`config.mk`:
```
export PLATFORM = sky130hd
export DESIGN_NAME = muldiv_unit
export DESIGN_NICKNAME = d
export VERILOG_FILES = /design/src/rtl/muldiv_unit.sv
export SDC_FILE = /design/constraint.sdc
export NUM_CORES = 1
export LEC_CHECK = 0
export BUFFER_PORTS_ARGS = -buffer_cell sky130_fd_sc_hd__buf_2
export CAP_MARGIN = 10
export CORE_MARGIN = 4
export CORE_UTILIZATION = 58
export DETAILED_ROUTE_END_ITERATION = 16
export MAX_ROUTING_LAYER = met4
export PLACE_DENSITY = 0.8
export SYNTH_ARGS = -nofsm -noshare
export SYNTH_HDL_FRONTEND = slang
export SYNTH_SLANG_ARGS = --single-unit
```
`constraint.sdc`:
```
create_clock -name clk -period 3.9 [get_ports clk]
set_input_delay 0.78 -clock clk [delete_from_list [all_inputs] [get_ports clk]]
set_output_delay 0.78 -clock clk [all_outputs]
set_load 0.05 [all_outputs]
```
`src/rtl/muldiv_unit.sv`:
```
// Iterative MIPS multiply/divide unit owning HI/LO: shift-add multiply, restoring divide.
// Define MULDIV_DIV_EN to compile in the DIV/DIVU datapath; otherwise those opcodes are no-ops.
module muldiv_unit #(
    parameter int N = 32
) (
    input  logic         clk,
    input  logic         rst,
    input  logic         start,
    input  logic [2:0]   op,
    input  logic [N-1:0] a,
    input  logic [N-1:0] b,
    output logic         busy,
    output logic         done,
    output logic [N-1:0] hi,
    output logic [N-1:0] lo
);
    localparam int CW = $clog2(N) + 1;
    localparam logic [CW-1:0] LAST = CW'(N - 1);

    typedef enum logic [1:0] {IDLE, CALC, FIX} state_t;

    state_t         state, state_nxt;
    logic [CW-1:0]  cnt;
    logic [N-1:0]   opnd_r;
    logic [2*N-1:0] prod_r;
    logic           neg_q_r;
    logic           go_mul, go_div, go, sa, sb;
    logic [N:0]     mul_sum;
    logic [2*N-1:0] prod_step, prod_fix;
    logic [N-1:0]   res_hi, res_lo;

    function automatic logic [N-1:0] negn(input logic [N-1:0] x, input logic neg);
        return neg ? -x : x;
    endfunction

    function automatic logic [2*N-1:0] neg2n(input logic [2*N-1:0] x, input logic neg);
        return neg ? -x : x;
    endfunction

    function automatic logic [N-1:0] mag(input logic [N-1:0] x, input logic sgn);
        return negn(x, sgn & x[N-1]);
    endfunction

    assign go_mul = start && (op[2:1] == 2'b00);
`ifdef MULDIV_DIV_EN
    logic       is_div_r, neg_rem_r, b_zero_r;
    logic [N:0] trial;
    assign go_div = start && (op[2:1] == 2'b01);
`else
    assign go_div = 1'b0;
`endif
    assign go = (state == IDLE) && (go_mul || go_div);
    assign sa = ~op[0] & a[N-1];
    assign sb = ~op[0] & b[N-1];

    // Iteration datapath: one multiplier bit or one quotient bit per cycle
    always_comb begin
        mul_sum   = {1'b0, prod_r[2*N-1:N]} + (prod_r[0] ? {1'b0, opnd_r} : '0);
        prod_step = {mul_sum, prod_r[N-1:1]};
`ifdef MULDIV_DIV_EN
        trial = {prod_r[2*N-1:N], prod_r[N-1]} - {1'b0, opnd_r};
        if (is_div_r)
            prod_step = trial[N] ? {prod_r[2*N-2:0], 1'b0}
                                 : {trial[N-1:0], prod_r[N-2:0], 1'b1};
`endif
    end

    always_comb begin
        prod_fix = neg2n(prod_r, neg_q_r);
        res_hi   = prod_fix[2*N-1:N];
        res_lo   = prod_fix[N-1:0];
`ifdef MULDIV_DIV_EN
        // Divide by zero leaves |a| as remainder, so the dividend sign fix restores a itself
        if (is_div_r) begin
            res_lo = b_zero_r ? '1 : negn(prod_r[N-1:0], neg_q_r);
            res_hi = negn(prod_r[2*N-1:N], neg_rem_r);
        end
`endif
    end

    always_ff @(posedge clk) begin
        if (rst) state <= IDLE;
        else     state <= state_nxt;
    end

    always_comb begin
        state_nxt = state;
        case (state)
            IDLE:    if (go) state_nxt = CALC;
            CALC:    if (cnt == LAST) state_nxt = FIX;
            FIX:     state_nxt = IDLE;
            default: state_nxt = IDLE;
        endcase
    end

    always_comb begin
        busy = (state != IDLE);
    end

    always_ff @(posedge clk) begin
        if (rst) begin
            cnt  <= '0;
            done <= 1'b0;
            hi   <= '0;
            lo   <= '0;
        end else begin
            done <= (state == FIX);
            if (go)                cnt <= '0;
            else if (state == CALC) cnt <= cnt + 1'b1;
            if (state == FIX) begin
                hi <= res_hi;
                lo <= res_lo;
            end else if (state == IDLE && start && op == 3'b100) begin
                hi <= a;
            end else if (state == IDLE && start && op == 3'b101) begin
                lo <= a;
            end
        end
    end

    // Operand capture at the start edge; datapath registers carry no reset
    always_ff @(posedge clk) begin
        if (go) begin
            opnd_r  <= go_div ? mag(b, ~op[0]) : mag(a, ~op[0]);
            prod_r  <= {{N{1'b0}}, (go_div ? mag(a, ~op[0]) : mag(b, ~op[0]))};
            neg_q_r <= sa ^ sb;
`ifdef MULDIV_DIV_EN
            is_div_r  <= go_div;
            neg_rem_r <= sa;
            b_zero_r  <= (b == '0);
`endif
        end else if (state == CALC) begin
            prod_r <= prod_step;
        end
    end
endmodule

```
==> results.sh <==
export IMPL_slowest_delay_ps=500
export IMPL_io_pin_count=136
export IMPL_viasPerCell=6.18
export IMPL_clk_pin_slew_worst_paths_ps=70
export IMPL_die_h_microns=144
export IMPL_syn_to_final_growth_pct=13.3
export IMPL_clock_latency_ps=450
export IMPL_yosysUniqueCellTypes=58
export IMPL_min_period_ps=3500
export IMPL_num_vias=9866
export IMPL_track_usage=0.305
export IMPL_syn_inst=1255
export IMPL_antenna_found_initial=1
export IMPL_hold_path_class="flop to flop"
export IMPL_required_ps=4240
export IMPL_die_width_microns=144
export IMPL_switching_share=0.333
export IMPL_reg2reg_slack_ps=400
export IMPL_clockPowerShare=0.329
export IMPL_synthArstFlopShare=0
export IMPL_cpMostUsedCell="a21oi_1"
export IMPL_hold_viol_final=0
export IMPL_coreArea_sq_um=18100
export IMPL_ys_seq_area_frac=0.378
export IMPL_hold_ws_ps=475
export IMPL_root_buffer="clkbuf_16"
export IMPL_rows=49
export IMPL_grt_pass1_wl_microns=47800
export IMPL_outcome="finished clean"
export IMPL_synth_edf_count=65
export IMPL_htree_levels=4
export IMPL_rr_worst_depth=12
export IMPL_grt_pass1_vias=9154
export IMPL_netSwitchingPower_w=0.00177
export IMPL_r2r_start="prod_r[0]"
export IMPL_slew_viol_final=0
export IMPL_layout_cells_non_filler=1596
export IMPL_rsz0062_at_grt="false"
export IMPL_overflow=0
export IMPL_finalSetupTns_ps=0
export IMPL_post_cts_setup_buffers=0
export IMPL_cts_buffers=17
export IMPL_syn_cell_area_sq_um=10700
export IMPL_place_gp_congestion=0.950
export IMPL_skew_ps=12.0
export IMPL_grt_busiest_layer="met2"
export IMPL_dp_slack_ps=478
export IMPL_drtIter0Drc=847
export IMPL_clock_sinks=170
export IMPL_fmax_mhz=285
export IMPL_fin_ws_ps=395
export IMPL_port_buffers=135
export IMPL_final_cell_mix="buf_2 (135), nand2_1 (131), nor2_1 (118), dfxtp_1 (105), o21ai_0 (97)"
export IMPL_power_leakage_nw=5.18
export IMPL_grt_use_met1=0.394
export IMPL_cp_start_kind="flop"
export IMPL_tightestPinTransition_ps=1120
export IMPL_wl_per_cell_microns=19.4
export IMPL_cts_resized=0
export IMPL_max_slew_margin_rel=0.254
export IMPL_fin_crit_sh=0.899
export IMPL_min_delay_start="lo[1]"
export IMPL_hold_path_endpoint="lo[1]"
export IMPL_drv_cap=0
export IMPL_ys_ff_latch=170
export IMPL_crit_fanout=7
export IMPL_hold_depth=2
export IMPL_hpwl_microns=22500
export IMPL_cts_tree="built"
export IMPL_wl_microns=30900
export IMPL_intPower_w=0.00353
export IMPL_avgSynthCellArea_sq_um=8.55
export IMPL_power_ir_vdd_worst_mv=0.348
export IMPL_critPathSlowestCell="edfxtp_1"
export IMPL_critical_path_cell_chain="and2_1 -> ha_1 -> fa_1 -> a21oi_1 -> o211ai_1 -> nand3_1 -> a41oi_1 -> a221o_1 -> a21oi_1 -> o21ai_0 -> xor2_1 -> a22o_1"
export IMPL_drive_gt1_frac=0.149
export IMPL_combinationalPowerShare=0.247
export IMPL_synth_top_flop_cell="dfxtp_1"
export IMPL_power_density_nw_per_um2=436
export IMPL_clk_path_buf_depth=2
export IMPL_grt_max_degree=64
export IMPL_synth_fp_nets=1362
export IMPL_mostFrequentLayoutCell="buf_2"
export IMPL_dieArea_sq_um=20700
export IMPL_reg2reg_to="prod_r[57]"
export IMPL_cp_arrival_ps=3840
export IMPL_p_seq_frac=0.424
export IMPL_holdBufCountCts=0
export IMPL_end_kind="flop"
export IMPL_start_util=0.593
export IMPL_grtUsageMet3=0.0562
export IMPL_nets=1460
export IMPL_first_pass_iters=6
export IMPL_drc=0
export IMPL_setup_violations=0
export IMPL_dp_cells=1563
export IMPL_use_met2=0.479
export IMPL_ys_warn_count=0
export IMPL_ant_nets=0
export IMPL_criticalPathCategory="flop to flop"
==> sequential cells by signal (all words and copies together) (netlist names) <==
name / count
opnd_r: 32
state: 2
neg_q_r: 1
lo: 32
hi: 32
done: 1
prod_r: 64
cnt: 6
==> synthesized netlist by cell type (all sizes together), types with 9 or more instances <==
cell | instances | area, sq um
ha | 36 | 450
xnor2 | 72 | 631
nor2 | 118 | 443
o31ai | 25 | 201
nand2 | 131 | 492
o21ai | 97 | 485
a31oi | 9 | 56.3
dfxtp | 105 | 2100
and2 | 39 | 244
nor4 | 14 | 87.6
o41ai | 20 | 183
or4 | 16 | 128
or3 | 10 | 62.6
nand2b | 14 | 95.1
nor3 | 19 | 95.1
edfxtp | 65 | 1950
nor2b | 11 | 68.8
or2 | 9 | 58.8
xor2 | 80 | 701
inv | 18 | 67.6
clkbuf | 68 | 255
mux2i | 31 | 310
nand3 | 13 | 65.1
a211oi | 38 | 285
o22ai | 19 | 119
a21o | 21 | 158
a21oi | 96 | 480
==> final cells by class <==
type	instances	area [sq um]
Tap cell	229	287
Multi-Input combinational cell	991	6340
Timing Repair Buffer	155	826
Antenna cell	1	2.50
Clock buffer	23	479
Clock inverter	9	110
Inverter	18	67.6
Fill cell	1446	5920
Sequential cell	170	4050
==> per-stage QoR <==
| step | util | cell area [sq um] | total power [W] |
|---|---|---|---|
| 2_1_floorplan | - | 10700 | 0.00315 |
| 3_5_place_dp | 0.640 | 11600 | 0.00355 |
| 5_1_grt | 0.673 | 12200 | 0.00554 |
| 3_3_place_gp | 0.640 | 11600 | 0.00353 |
| 4_1_cts | 0.672 | 12200 | 0.00528 |
| 6_report | 0.673 | 12200 | 0.00530 |
==> power by group through the flow <==
stage | Combinational, W | Clock (W) | Sequential (W)
final | 0.00131 | 0.00174 | 0.00225
after global routing | 0.00145 | 0.00183 | 0.00226
after CTS | 0.00129 | 0.00176 | 0.00223
after detailed placement | 0.00128 | 0 | 0.00227
after global placement | 0.00126 | 0 | 0.00226
after floorplan | 0.000915 | 0 | 0.00224
==> kinds of logic after synthesis <==
logic type,synth area share
AND/OR/NAND/NOR,0.185
AO/OA/AOI/OAI,0.208
flip-flops,0.378
XOR/XNOR,0.124
buffers and inverters,0.0330
adder cells (fa/ha/maj),0.0438
multiplexers,0.0289
==> how the worst max path moves through the flow <==
| stage | cells past startpoint | end | slack (ps) | startpoint |
|---|---|---|---|---|
| 6_report | 12 | prod_r[57] | 400 | prod_r[0] |
| 5_1_grt | 12 | prod_r[57] | 190 | prod_r[0] |
| 4_1_cts | 12 | prod_r[57] | 440 | prod_r[0] |
| 3_5_place_dp | 12 | prod_r[57] | 480 | prod_r[0] |
| 3_3_place_gp | 9 | hi[29] | 560 | prod_r[28] |
| 2_1_floorplan | 6 | neg_q_r | 430 | start |
==> worst max-delay path: cells and delay by family, from the launching register on <==
| family | cells | cell delay [ps] |
|---|---|---|
| fa+ha+maj | 2 | 630 |
| compound gates | 7 | 1750 |
| xor+xnor | 1 | 160 |
| flops | 1 | 500 |
| simple gates | 2 | 350 |
==> layer usage <==
metal	up-vias	wire, microns
met5	-	0
met1	4609	12900
li1	4727	-
met4	0	999
met2	451	14600
met3	79	2400
No activity file was read; power rests on OpenSTA's default activity.
